$ cat src/rtl/mem_access_ctrl_if.sv
// Bus bundle between the control unit, mem_access_ctrl and the RAM handshake.
// The sequencer uses the slave view; the control unit / RAM side uses the master view.
interface mem_access_ctrl_if #(
    parameter int DATA_W = 32,
    parameter int ADDR_W = 8
);
    logic              req;
    logic [5:0]        op;
    logic [ADDR_W-1:0] addr;
    logic [DATA_W-1:0] wdata;
    logic              busy;
    logic              done;
    logic [DATA_W-1:0] rdata;
    logic              trap;
    logic [1:0]        trap_cause;
    logic              mem_mfa;
    logic [5:0]        mem_op;
    logic [ADDR_W-1:0] mem_addr;
    logic [DATA_W-1:0] mem_wdata;
    logic [DATA_W-1:0] mem_rdata;
    logic              mem_mfc;

    modport slave (
        input  req, op, addr, wdata, mem_rdata, mem_mfc,
        output busy, done, rdata, trap, trap_cause,
               mem_mfa, mem_op, mem_addr, mem_wdata
    );

    modport master (
        output req, op, addr, wdata, mem_rdata, mem_mfc,
        input  busy, done, rdata, trap, trap_cause,
               mem_mfa, mem_op, mem_addr, mem_wdata
    );
endinterface

$ cat src/rtl/mem_access_ctrl.sv
// Load/store sequencer: legality and alignment checks, MFA/MFC handshake with
// timeout, load sign/zero extension and sub-word store lane replication.
module mem_access_ctrl #(
    parameter int DATA_W  = 32,
    parameter int ADDR_W  = 8,
    parameter int TIMEOUT = 15
) (
    input logic              Clk,
    input logic              Clr,
    mem_access_ctrl_if.slave bus
);
    localparam logic [5:0] OP_LD   = 6'h00;
    localparam logic [5:0] OP_LDUB = 6'h01;
    localparam logic [5:0] OP_LDUH = 6'h02;
    localparam logic [5:0] OP_ST   = 6'h04;
    localparam logic [5:0] OP_STB  = 6'h05;
    localparam logic [5:0] OP_STH  = 6'h06;
    localparam logic [5:0] OP_LDSB = 6'h09;
    localparam logic [5:0] OP_LDSH = 6'h0A;

    localparam int          CNT_W   = (TIMEOUT > 1) ? $clog2(TIMEOUT) : 1;
    localparam logic [CNT_W-1:0] CNT_LAST = CNT_W'(TIMEOUT - 1);

    typedef enum logic [1:0] {S_IDLE, S_ACCESS, S_DONE, S_TRAP} state_t;

    localparam logic [1:0] CAUSE_MISALIGN = 2'b01;
    localparam logic [1:0] CAUSE_TIMEOUT  = 2'b10;
    localparam logic [1:0] CAUSE_ILLEGAL  = 2'b11;

    function automatic logic is_load(input logic [5:0] o);
        return (o == OP_LD) || (o == OP_LDUB) || (o == OP_LDUH) ||
               (o == OP_LDSB) || (o == OP_LDSH);
    endfunction

    function automatic logic is_legal(input logic [5:0] o);
        return is_load(o) || (o == OP_ST) || (o == OP_STB) || (o == OP_STH);
    endfunction

    // For every legal op, op[1:0] encodes the size: 00 word, 01 byte, 10 half.
    function automatic logic is_aligned(input logic [5:0] o, input logic [1:0] a);
        case (o[1:0])
            2'b00:   return a == 2'b00;
            2'b10:   return a[0] == 1'b0;
            default: return 1'b1;
        endcase
    endfunction

    function automatic logic [DATA_W-1:0] extend(input logic [5:0] o,
                                                  input logic [DATA_W-1:0] d);
        case (o)
            OP_LDUB: return {{(DATA_W-8){1'b0}}, d[7:0]};
            OP_LDSB: return {{(DATA_W-8){d[7]}}, d[7:0]};
            OP_LDUH: return {{(DATA_W-16){1'b0}}, d[15:0]};
            OP_LDSH: return {{(DATA_W-16){d[15]}}, d[15:0]};
            default: return d;
        endcase
    endfunction

    function automatic logic [DATA_W-1:0] replicate(input logic [5:0] o,
                                                     input logic [DATA_W-1:0] w);
        case (o)
            OP_STB:  return {(DATA_W/8){w[7:0]}};
            OP_STH:  return {(DATA_W/16){w[15:0]}};
            default: return w;
        endcase
    endfunction

    state_t            state;
    logic [CNT_W-1:0]  cnt;
    logic              busy_q, done_q, trap_q, mfa_q;
    logic [1:0]        cause_q;
    logic [DATA_W-1:0] rdata_q, wdata_q;
    logic [ADDR_W-1:0] addr_q;
    logic [5:0]        op_q;

    // NOTE: every register here uses non-blocking assignment so all state
    // updates see pre-edge values, independent of statement order.
    always_ff @(posedge Clk or posedge Clr) begin
        if (Clr) begin
            state   <= S_IDLE;
            cnt     <= '0;
            busy_q  <= 1'b0;
            done_q  <= 1'b0;
            trap_q  <= 1'b0;
            mfa_q   <= 1'b0;
            cause_q <= 2'b00;
            rdata_q <= '0;
            wdata_q <= '0;
            addr_q  <= '0;
            op_q    <= '0;
        end else begin
            done_q <= 1'b0;
            trap_q <= 1'b0;
            case (state)
                S_IDLE: begin
                    if (bus.req) begin
                        op_q    <= bus.op;
                        addr_q  <= bus.addr;
                        wdata_q <= replicate(bus.op, bus.wdata);
                        busy_q  <= 1'b1;
                        if (!is_legal(bus.op)) begin
                            state   <= S_TRAP;
                            trap_q  <= 1'b1;
                            cause_q <= CAUSE_ILLEGAL;
                        end else if (!is_aligned(bus.op, bus.addr[1:0])) begin
                            state   <= S_TRAP;
                            trap_q  <= 1'b1;
                            cause_q <= CAUSE_MISALIGN;
                        end else begin
                            state <= S_ACCESS;
                            cnt   <= '0;
                            mfa_q <= 1'b1;
                        end
                    end
                end
                S_ACCESS: begin
                    // MFC is tested first so it wins over a coincident timeout.
                    if (bus.mem_mfc) begin
                        if (is_load(op_q)) rdata_q <= extend(op_q, bus.mem_rdata);
                        state  <= S_DONE;
                        done_q <= 1'b1;
                        mfa_q  <= 1'b0;
                    end else if (cnt == CNT_LAST) begin
                        state   <= S_TRAP;
                        trap_q  <= 1'b1;
                        cause_q <= CAUSE_TIMEOUT;
                        mfa_q   <= 1'b0;
                    end else begin
                        cnt <= cnt + 1'b1;
                    end
                end
                default: begin
                    state  <= S_IDLE;
                    busy_q <= 1'b0;
                    mfa_q  <= 1'b0;
                end
            endcase
        end
    end

    assign bus.busy       = busy_q;
    assign bus.done       = done_q;
    assign bus.trap       = trap_q;
    assign bus.trap_cause = cause_q;
    assign bus.rdata      = rdata_q;
    assign bus.mem_mfa    = mfa_q;
    assign bus.mem_op     = op_q;
    assign bus.mem_addr   = addr_q;
    assign bus.mem_wdata  = wdata_q;
endmodule
$ cat src/flat_wrapper.sv
// flat-port wrapper written by rule: the top's interface ports become plain ports
module mem_access_ctrl_flat 
#(
    parameter int DATA_W  = 32,
    parameter int ADDR_W  = 8,
    parameter int TIMEOUT = 15
)
  (Clk, Clr, bus_req, bus_op, bus_addr, bus_wdata, bus_mem_rdata, bus_mem_mfc, bus_busy, bus_done, bus_rdata, bus_trap, bus_trap_cause, bus_mem_mfa, bus_mem_op, bus_mem_addr, bus_mem_wdata);
  mem_access_ctrl_if #(.DATA_W(DATA_W), .ADDR_W(ADDR_W)) bus_i ();
  input logic Clk;
  input logic Clr;
  input wire logic [$bits(bus_i.req)-1:0] bus_req;
  input wire logic [$bits(bus_i.op)-1:0] bus_op;
  input wire logic [$bits(bus_i.addr)-1:0] bus_addr;
  input wire logic [$bits(bus_i.wdata)-1:0] bus_wdata;
  input wire logic [$bits(bus_i.mem_rdata)-1:0] bus_mem_rdata;
  input wire logic [$bits(bus_i.mem_mfc)-1:0] bus_mem_mfc;
  output wire logic [$bits(bus_i.busy)-1:0] bus_busy;
  output wire logic [$bits(bus_i.done)-1:0] bus_done;
  output wire logic [$bits(bus_i.rdata)-1:0] bus_rdata;
  output wire logic [$bits(bus_i.trap)-1:0] bus_trap;
  output wire logic [$bits(bus_i.trap_cause)-1:0] bus_trap_cause;
  output wire logic [$bits(bus_i.mem_mfa)-1:0] bus_mem_mfa;
  output wire logic [$bits(bus_i.mem_op)-1:0] bus_mem_op;
  output wire logic [$bits(bus_i.mem_addr)-1:0] bus_mem_addr;
  output wire logic [$bits(bus_i.mem_wdata)-1:0] bus_mem_wdata;
  assign bus_i.req = bus_req;
  assign bus_i.op = bus_op;
  assign bus_i.addr = bus_addr;
  assign bus_i.wdata = bus_wdata;
  assign bus_i.mem_rdata = bus_mem_rdata;
  assign bus_i.mem_mfc = bus_mem_mfc;
  assign bus_busy = bus_i.busy;
  assign bus_done = bus_i.done;
  assign bus_rdata = bus_i.rdata;
  assign bus_trap = bus_i.trap;
  assign bus_trap_cause = bus_i.trap_cause;
  assign bus_mem_mfa = bus_i.mem_mfa;
  assign bus_mem_op = bus_i.mem_op;
  assign bus_mem_addr = bus_i.mem_addr;
  assign bus_mem_wdata = bus_i.mem_wdata;
  mem_access_ctrl #(.DATA_W(DATA_W), .ADDR_W(ADDR_W), .TIMEOUT(TIMEOUT)) u_core (.Clk(Clk), .Clr(Clr), .bus(bus_i));
endmodule
$ cat config.mk
export PLATFORM = sky130hd
export DESIGN_NAME = mem_access_ctrl_flat
export DESIGN_NICKNAME = d
export VERILOG_FILES = /design/src/rtl/mem_access_ctrl_if.sv /design/src/rtl/mem_access_ctrl.sv /design/src/flat_wrapper.sv
export SDC_FILE = /design/constraint.sdc
export NUM_CORES = 1
export LEC_CHECK = 0
export CORE_MARGIN = 3
export CORE_UTILIZATION = 39
export DETAILED_ROUTE_END_ITERATION = 6
export PLACE_DENSITY = 0.86
export SKIP_LAST_GASP = 1
export SLEW_MARGIN = 20
export SYNTH_ARGS = -nofsm -noshare
export SYNTH_HDL_FRONTEND = slang
export SYNTH_SLANG_ARGS = --single-unit
$ cat constraint.sdc
create_clock -name Clk -period 2.9 [get_ports Clk]
set_input_delay 0.435 -clock Clk [delete_from_list [all_inputs] [get_ports Clk]]
set_output_delay 0.435 -clock Clk [all_outputs]
set_load 0.005 [all_outputs]
## Word level (Yosys, flattened, before mapping)

Cells that the tools add are included.

| storage, ports and cells | value |
|---|---|
| memories | 0 |
| latch bits | 0 |
| RAM bits | 0 |
| flip-flop bits (word level) | 90 |
| input port bits | 82 |
| output and inout bits | 84 |
| bits in read-only memories | 0 |
| word-level logic and storage cells | 100 |

| operators by class | value |
|---|---|
| div/mod/pow operators | 0 |
| order comparisons | 0 |
| $mul | 0 |
| reduce and logical (&&, ||, !) cells | 24 |
| multiplexer cells | 40 |
| add/subtract/negate cells | 1 |
| shift-type cells | 0 |
| bitwise logic cells | 2 |
| equal/unequal tests | 22 |

Operators by type and width:

| cell | count |
|---|---|
| $pmux W32 S4 | 1 |
| $pmux W32 S2 | 1 |
| $eq A6 B4 Y1 const B | 4 |
| $mux W2 | 10 |
| $mux W4 | 5 |
| $eq A6 B3 Y1 const B | 3 |
| $mux W1 | 16 |
| $eq A6 B1 Y1 const B | 2 |
| $eq A6 B2 Y1 const B | 2 |
| $logic_not A6 Y1 | 2 |
| $logic_or A1 B1 Y1 | 11 |
| $pmux W1 S2 | 4 |
| $pmux W2 S2 | 2 |
| $pmux W4 S2 | 1 |
| $logic_not A2 Y1 | 3 |
| $ne A2 B1 Y1 const B | 3 |
| $ne A2 B2 Y1 const B | 3 |
| $reduce_and A2 Y1 | 3 |
| $reduce_and A6 Y1 | 1 |
| $reduce_and A5 Y1 | 1 |
| $add A4 B1 Y4 const B | 1 |
| $eq A4 B4 Y1 const B | 1 |
| $reduce_and A4 Y1 | 1 |
| $ne A3 B2 Y1 const B | 1 |
| other kinds (6) | 7 |

## Depth between registers and ports, before layout

Gate-level depths: netlist of run 1.

| depth | value |
|---|---|
| depth after elaboration | 15 |
| gate-level depth with buffers | 8 |
| depth with buffers taken out | 6 |

## Worst setup path after synthesis of run 1

Ideal clock, no wire load.

| path | value |
|---|---|
| path type | input -> register |
| start | input bus_op[5] |
| end | register u_core.wdata_q[16] (netlist: u_core.bus.mem_wdata[16]) |
| setup time | 0.131 ns |
| required time | 2.769 ns |
| path slack | 1.155 ns |
| path buffers | 2 |
| stages on the path | 6 |
| arrival time | 1.614 ns |
| cells stage by stage | or4b_4 -> nand2b_4 -> buf_6 -> buf_6 -> mux2i_1 -> o21ai_1 |

| between the ends | value |
|---|---|
| word-level cells in the longest chain between the ends | 2 |
| elaborated cells on any way between the ends | 3 |
| those cells by class | 2 x eq/ne; 1 x mux |

Ends and longest elaborated chain:

| element | RTL line | text |
|---|---|---|
| from (decl) | flat_wrapper.sv:13 | `input wire logic [$bits(bus_i.op)-1:0] bus_op;` |
| $eq A6 B3 Y1 | mem_access_ctrl.sv:61 | `case (o)` |
| $pmux W32 S2 * | mem_access_ctrl.sv:61 |  |
| to (signal assigned) | mem_access_ctrl.sv:99 | `wdata_q <= replicate(bus.op, bus.wdata);` |
| to (decl) | mem_access_ctrl.sv:72 | `logic [DATA_W-1:0] rdata_q, wdata_q;` |

Every way passes the cells marked *; elsewhere a longest branch is shown, timed or not.
A chain may end at the register's enable or synchronous reset.

## Worst setup path in the final report of run 1

| path | value |
|---|---|
| start | input bus_op[0] |
| end | register u_core.cnt[0] |

| between the ends | value |
|---|---|
| word-level cells in the longest chain between the ends | 10 |
| elaborated cells on any way between the ends | 24 |
| those cells by class | 10 x eq/ne; 4 x mux; 10 x reduce/logical |

Ends and longest elaborated chain:

| element | RTL line | text |
|---|---|---|
| $eq A6 B1 Y1 / $logic_not A6 Y1 (equally long branches) | mem_access_ctrl.sv:31 | `return (o == OP_LD) \|\| (o == OP_LDUB) \|\| (o == OP_LDUH) \|\|` |
| $logic_or A1 B1 Y1 (3 in series) | mem_access_ctrl.sv:31 |  |
| $logic_or A1 B1 Y1 | mem_access_ctrl.sv:32 | `(o == OP_LDSB) \|\| (o == OP_LDSH);` |
| $logic_or A1 B1 Y1 (3 in series) | mem_access_ctrl.sv:36 | `return is_load(o) \|\| (o == OP_ST) \|\| (o == OP_STB) \|\| (o == OP_STH);` |
| $ne A2 B1 Y1 (no source line) | - |  |
| $reduce_and A6 Y1 (no source line) * | - |  |
| to (signal assigned) | mem_access_ctrl.sv:129 | `cnt <= cnt + 1'b1;` |
| to (decl) | mem_access_ctrl.sv:69 | `logic [CNT_W-1:0] cnt;` |

Every way passes the cells marked *; elsewhere a longest branch is shown, timed or not. The select of a mux whose other input is x is not followed.

==> metrics, run 1 <==
Tot GR Track Use=0.200; peak supply drop=0.000434 V; area of the multi-input gates=1640 µm²; grt ovf=0; Yosys cell types=44; combinational share of power=0.462; Period minus WS final=2050 ps; ANT nets after route=0; Required @ worst endpoint=3110 ps; PwrDens=967 nW/µm²; Final setup viols=0; Num CTS Buffers=9; Clock Skew=13.7 ps; hold-fix buffers at CTS=0; Final Util=0.606; Max Freq=488 MHz; critical path's largest stage delay=750 ps; Slowest-stage cell, CP=clkdlybuf4s50_1; largest net degree at the start of global routing=63; Post-Synthesis Cells=412; Reg area=2250 µm²; postcts setup bufs=0; register bit total from synthesis=90; fin. max-slew vios=0; Clock transition at path regs=90 ps; Setup CP Type=in2reg; ys flop type=dfrtp_1; switch share=0.342; clk buf depth=2; core area=9950 µm²; syn_area_per_cell=9.87 µm²; register area share after synthesis=0.554; Startpoint Class=input port; worst-path fanout max=10; Avg WL per Cell=16.3 µm; Post-synth ARST share=1.00; later-pin clock latency in the skew report=360 ps; cts repair resizes=0; H-tree levels=3; Worst slew margin=0.647; Critical Path, Cell by Cell=clkdlybuf4s50_1 > o21bai_1 > a221o_1 > a211oi_1 > mux2i_1; vias in the first global route=3684; DRC=0; row cnt=36; MaxCap Viol Count=0; Tot Pwr=0.00583 W; CTS tree=yes; I/O Pins=166; RSZ-0062 raised after global routing=false; Final #Nets=656; Port Buffer Count=165; vias per inst=5.06; crit end category=flop; post-synthesis instance area=4070 µm²; syn nets=496; yosys warns=0; Initial DRC Count=197; Starting Density=0.409; LEAKAGE=2.71 nW; Final Hold Viols=0; worst path arrival time=2260 ps; final RePlAce weighted congestion=0.835; Reg power frac=0.387; Ant. Diodes=0; Routed Wire Length=11.6 mm; Post-synth EDFFs=0; vias post-DR=3592; Root Buffer Master=clkbuf_8; layout cell share with drive strength beyond 1=0.0849; Internal=0.00383 W; final setup TNS=0 ps; sw power=0.00200 W; Die Width=108 µm; Die Ht=108 µm; Tcrit/Tclk final=0.706; TritonRoute pass-1 iters=4; first-pass GRT wire length=18.3 mm; clock network power share=0.150; Die Area=11700 µm²; P&R area growth vs syn=48.2%; worst slew pin tran=528 ps; Hold WC Path Type=in2async; final HPWL from detailed placement=8.78 mm; TritonCTS Sinks=90; FILL cells=838; status=complete, no violations; initial antenna violation count=0
layout by cell type (no fill, tap or decap), types with 3 or more instances in the layout:
master	synthesis	routed
dfrtp_1	90	90
a21oi_1	43	43
and2_1	3	3
inv_1	9	8
o21ai_0	5	5
o21ai_1	5	5
inv_6	0	3
mux2_2	8	8
a211oi_1	3	3
o22ai_1	4	4
buf_4	0	8
nor2_1	43	43
mux2i_1	9	9
a221oi_1	9	9
nand4_1	3	3
clkdlybuf4s50_1	0	165
nand2_1	111	111
a21oi_4	10	10
clkbuf_8	0	9
worst max-delay path, delay by kind of cell:
| family | cells | cell delay [ps] |
|---|---|---|
| buffers and inverters | 1 | 750 |
| AOI/OAI and AO/OA | 3 | 940 |
| muxes | 1 | 130 |
layout make-up:
class,instances,area share
inverters,9,0.00581
repair buffers,174,0.287
flip-flops and latches,90,0.374
clock inverters,6,0.0122
well taps,133,0.0276
multi-input cells,288,0.272
clock buffers,10,0.0212
cells by family (layout without fill, tap and decap cells):
kind of cell | count (synthesis) | in the layout | share of synthesized area
XOR/XNOR | 1 | 1 | 0.00215
adder cells (fa/ha/maj) | 2 | 2 | 0.00615
AO/OA/AOI/OAI | 89 | 89 | 0.158
buffers and inverters | 34 | 199 | 0.0428
AND/OR/NAND/NOR | 179 | 179 | 0.193
flip-flops | 90 | 90 | 0.554
multiplexers | 17 | 17 | 0.0443
stage by stage:
step           hold WS (ps)  setup slack [ps]  area (µm²)  std cells
2_1_floorplan           470               130        4070        412
3_5_place_dp            463               502        5830        694
4_1_cts                 413               874        6030        710
6_report                413               853        6030        710
5_1_grt                 449               761        6030        710
3_3_place_gp            459               583        5830        694
power by group through the flow:
stage | Sequential, W | Clock [W] | Combinational, W
floorplan | 0.00226 | 0 | 0.00113
finish | 0.00226 | 0.000877 | 0.00270
global route | 0.00234 | 0.000957 | 0.00297
CTS | 0.00226 | 0.000899 | 0.00274
global placement | 0.00224 | 0 | 0.00263
detailed placement | 0.00227 | 0 | 0.00273
cells in the mapped netlist (2+ instances only):
cell type  count  area share
a211oi_1       3      0.0055
a21o_1         2      0.0037
a21oi_1       43       0.053
a21oi_4       10       0.040
a221o_1        2      0.0049
a221oi_1       9       0.019
and2_1         3      0.0046
and3b_1        2      0.0043
and4_1         2      0.0043
buf_2          4      0.0049
buf_6          3      0.0083
clkbuf_1      14       0.013
clkbuf_2       2      0.0025
dfrtp_1       90        0.55
ha_1           2      0.0062
inv_1          9      0.0083
mux2_2         8       0.022
mux2i_1        9       0.022
nand2_1      111        0.10
nand3_1        2      0.0025
nand4_1        3      0.0046
nor2_1        43       0.040
nor2b_1        2      0.0031
nor3_1         2      0.0025
nor3b_4        2      0.0092
o21ai_0        5      0.0062
o21ai_1        5      0.0062
o22ai_1        4      0.0062
sequential cells by signal (all words and copies together), names as in the netlist:
register	cells
u_core.state	2
u_core.bus.busy	1
u_core.bus.trap	1
u_core.bus.rdata	32
u_core.bus.done	1
u_core.bus.mem_addr	8
u_core.bus.trap_cause	2
u_core.bus.mem_op	6
u_core.bus.mem_mfa	1
u_core.cnt	4
u_core.bus.mem_wdata	32
final timing paths:
path                                               end                   start  slack [ps]  depth (start not counted)
worst max-delay path                     u_core.cnt[0]               bus_op[0]         850                          5
worst max register to register    u_core.bus.rdata[30]    u_core.bus.mem_op[2]        1030                          5
worst min register to register  u_core.bus.mem_addr[5]  u_core.bus.mem_addr[5]         490                          2
min in group Clk                u_core.bus.mem_addr[5]  u_core.bus.mem_addr[5]         490                          2
max in group asynchronous       u_core.bus.mem_addr[1]                     Clr        1800                          3
worst min-delay path              u_core.bus.rdata[18]                     Clr         410                          2
layer usage:
metal  track usage  wire length [µm]
met5             0                 0
met4        0.0568               151
met3        0.0752              1240
met2         0.344              5630
met1         0.235              4570
Note: power is estimated with default switching activity, not from simulation.
==> run 2, diff against run 1 <==
==> constraint.sdc (replaced) <==
create_clock -name Clk -period 1.8 [get_ports Clk]
set_input_delay 0.27 -clock Clk [delete_from_list [all_inputs] [get_ports Clk]]
set_output_delay 0.27 -clock Clk [all_outputs]
set_load 0.005 [all_outputs]
==> run 2 against run 1 <==
Net effect:
- hold slack got worse by 260 ps
- non-clock buffer count grew 19
- count of clock-buffer cells in the layout rose by 1
- combinational power up 67%
- critical endpoint is now u_core.bus.mem_wdata[12]
- sequential power increased by 61%
- wire length is 2.6% higher
==> metrics, run 2 (synthesis gave the netlist of run 1 again) <==
status=complete, no violations; I/O Pins=166 (unchanged); Final Util=0.625 (+0.0196); P&R area growth vs syn=53.0%; Hold WC Path Type=in2async; Worst R2R Path Depth=6 (+1); Port Buffer Count=165 (unchanged); Tot GR Track Use=0.207 (+0.00647); Initial DRC Count=141 (-28%); worst path arrival time=1970 ps (-290 ps); Period minus WS final=1740 ps; final RePlAce weighted congestion=0.825 (-1.2%); Max Freq=574 MHz; Reg power frac=0.381 (-0.006); clock network power share=0.148 (-0.002); TritonCTS Sinks=90 (unchanged); Worst R2R End=u_core.bus.rdata[16]; combinational share of power=0.471 (+0.009); ANT nets after route=0 (unchanged); Worst R2R Setup Slack=80 ps (-950 ps); LEAKAGE=2.81 nW (+3.9%); H-tree levels=3 (unchanged); initial antenna violation count=0 (unchanged); Final Hold Viols=0 (unchanged); TritonRoute pass-1 iters=6 (+2); worst-path fanout max=15 (+5); most frequent cells in the layout=clkdlybuf4s50_1 (165), nand2_1 (111), dfrtp_1 (90); Routed Wire Length=11.9 mm (+2.6%); switch share=0.337 (-0.00504); layout cell share with drive strength beyond 1=0.117 (+0.0325); fin. max-slew vios=0 (unchanged); vias post-DR=3715 (+3.4%); DRC=0 (unchanged); Startpoint Class=input port; Die Area=11700 µm² (unchanged); Avg WL per Cell=16.3 µm (about the same); row cnt=36 (unchanged); Starting Density=0.409 (unchanged); Root Buffer Master=clkbuf_8; MaxCap Viol Count=0 (unchanged); Tot Pwr=0.00956 W (+64%); Fin Hold WS=153 ps (-260 ps); Final #Nets=675 (+2.9%); grt ovf=0 (unchanged); vias in the first global route=3836 (+4.1%); Ant. Diodes=0 (unchanged); CTS tree=yes; commonest non-fill, non-tap cell in the layout=clkdlybuf4s50_1; final HPWL from detailed placement=9.06 mm (+3.2%); Tcrit/Tclk final=0.968; Final setup viols=0 (unchanged); reg2reg start=u_core.bus.mem_op[1]; crit end category=flop; Clock Skew=9.92 ps (-3.82 ps); Clock transition at path regs=90 ps (about the same); Die Width=108 µm (unchanged); core area=9950 µm² (unchanged); RSZ-0062 raised after global routing=false; Num CTS Buffers=9 (unchanged); first-pass GRT wire length=18.7 mm (+1.8%); PwrDens=1540 nW/µm² (+59%); clk buf depth=2 (unchanged); Internal=0.00633 W (+65%); largest net degree at the start of global routing=87 (+38%); Setup CP Type=in2reg; Worst slew margin=0.534 (-0.113); Die Ht=108 µm (unchanged); later-pin clock latency in the skew report=350 ps (about the same); worst slew pin tran=699 ps (+171 ps); vias per inst=5.10 (+0.73%); peak supply drop=0.000730 V (+68%); sw power=0.00323 W (+62%); Required @ worst endpoint=2030 ps (-1080 ps)
[run 2: cell types whose count changed in the layout (fill, tap and decap cells not counted), sizes merged]
cell / delta
clkinvlp: +2
inv: -3
buf: +19
clkbuf: +1
[run 2: how the worst max path moves through the flow]
stage / startpoint / endpoint / slack (ps) / cells after the start
floorplan: u_core.bus.mem_op[0] / u_core.bus.rdata[16] / 100 / 7
global placement: bus_op[5] / u_core.bus.mem_wdata[28] / -300 / 5
detailed placement: bus_op[5] / u_core.bus.mem_wdata[25] / -400 / 5
CTS: bus_op[5] / u_core.bus.mem_wdata[25] / 20 / 5
global route: u_core.bus.mem_op[0] / u_core.bus.rdata[19] / 1 / 6
finish: bus_op[5] / u_core.bus.mem_wdata[12] / 60 / 6
[run 2: worst max-delay path, cell delays in order]
cell             delay [ps]
clkdlybuf4s50_1         440
or4b_4                  610
nand2b_4                270
buf_4                   220
nand2_1                  80
a21oi_1                  70
[run 2: power groups by stage]
stage	clock [W]	combinational, W	sequential [W]
2_1_floorplan	0	0.00183	0.00365
3_3_place_gp	0	0.00438	0.00361
3_5_place_dp	0	0.00456	0.00365
4_1_cts	0.00146	0.00457	0.00363
5_1_grt	0.00155	0.00493	0.00376
6_report	0.00141	0.00450	0.00364
[run 2: stage by stage]
stage / instance area [µm²] / setup TNS, ps / cells / worst slack, ps
2_1_floorplan: 4070 / 0 / 412 / 97.3
3_3_place_gp: 5990 / -9340 / 711 / -301
3_5_place_dp: 5990 / -13530 / 711 / -397
4_1_cts: 6200 / 0 / 727 / 17.3
5_1_grt: 6220 / 0 / 729 / 1.33
6_report: 6220 / 0 / 729 / 58.3
[run 2: layout make-up]
cell class	instances	area (µm²)
Clock buffer	11	151
Inverter	9	37.5
Tap cell	133	166
Sequential cell	90	2250
Timing Repair Buffer	193	1910
Clock inverter	5	52.6
Multi-Input combinational cell	288	1650
Fill cell	783	3730
[run 2: repair_timing]
action                                  in CTS  in global routing
resized for setup                            1                  1
buffers inserted                             0                  2
gates cloned                                 0                  0
pin swaps                                    1                  2
hold buffers                                 0                  0
endpoints found under the setup margin      17                 31
[run 2: metal layers]
metal / track usage / vias to the layer above / share of wire
met5: 0 / - / 0
met4: 0.0839 / 0 / 0.021
met3: 0.0716 / 20 / 0.11
met2: 0.359 / 188 / 0.48
met1: 0.232 / 1766 / 0.39
li1: - / 1741 / -
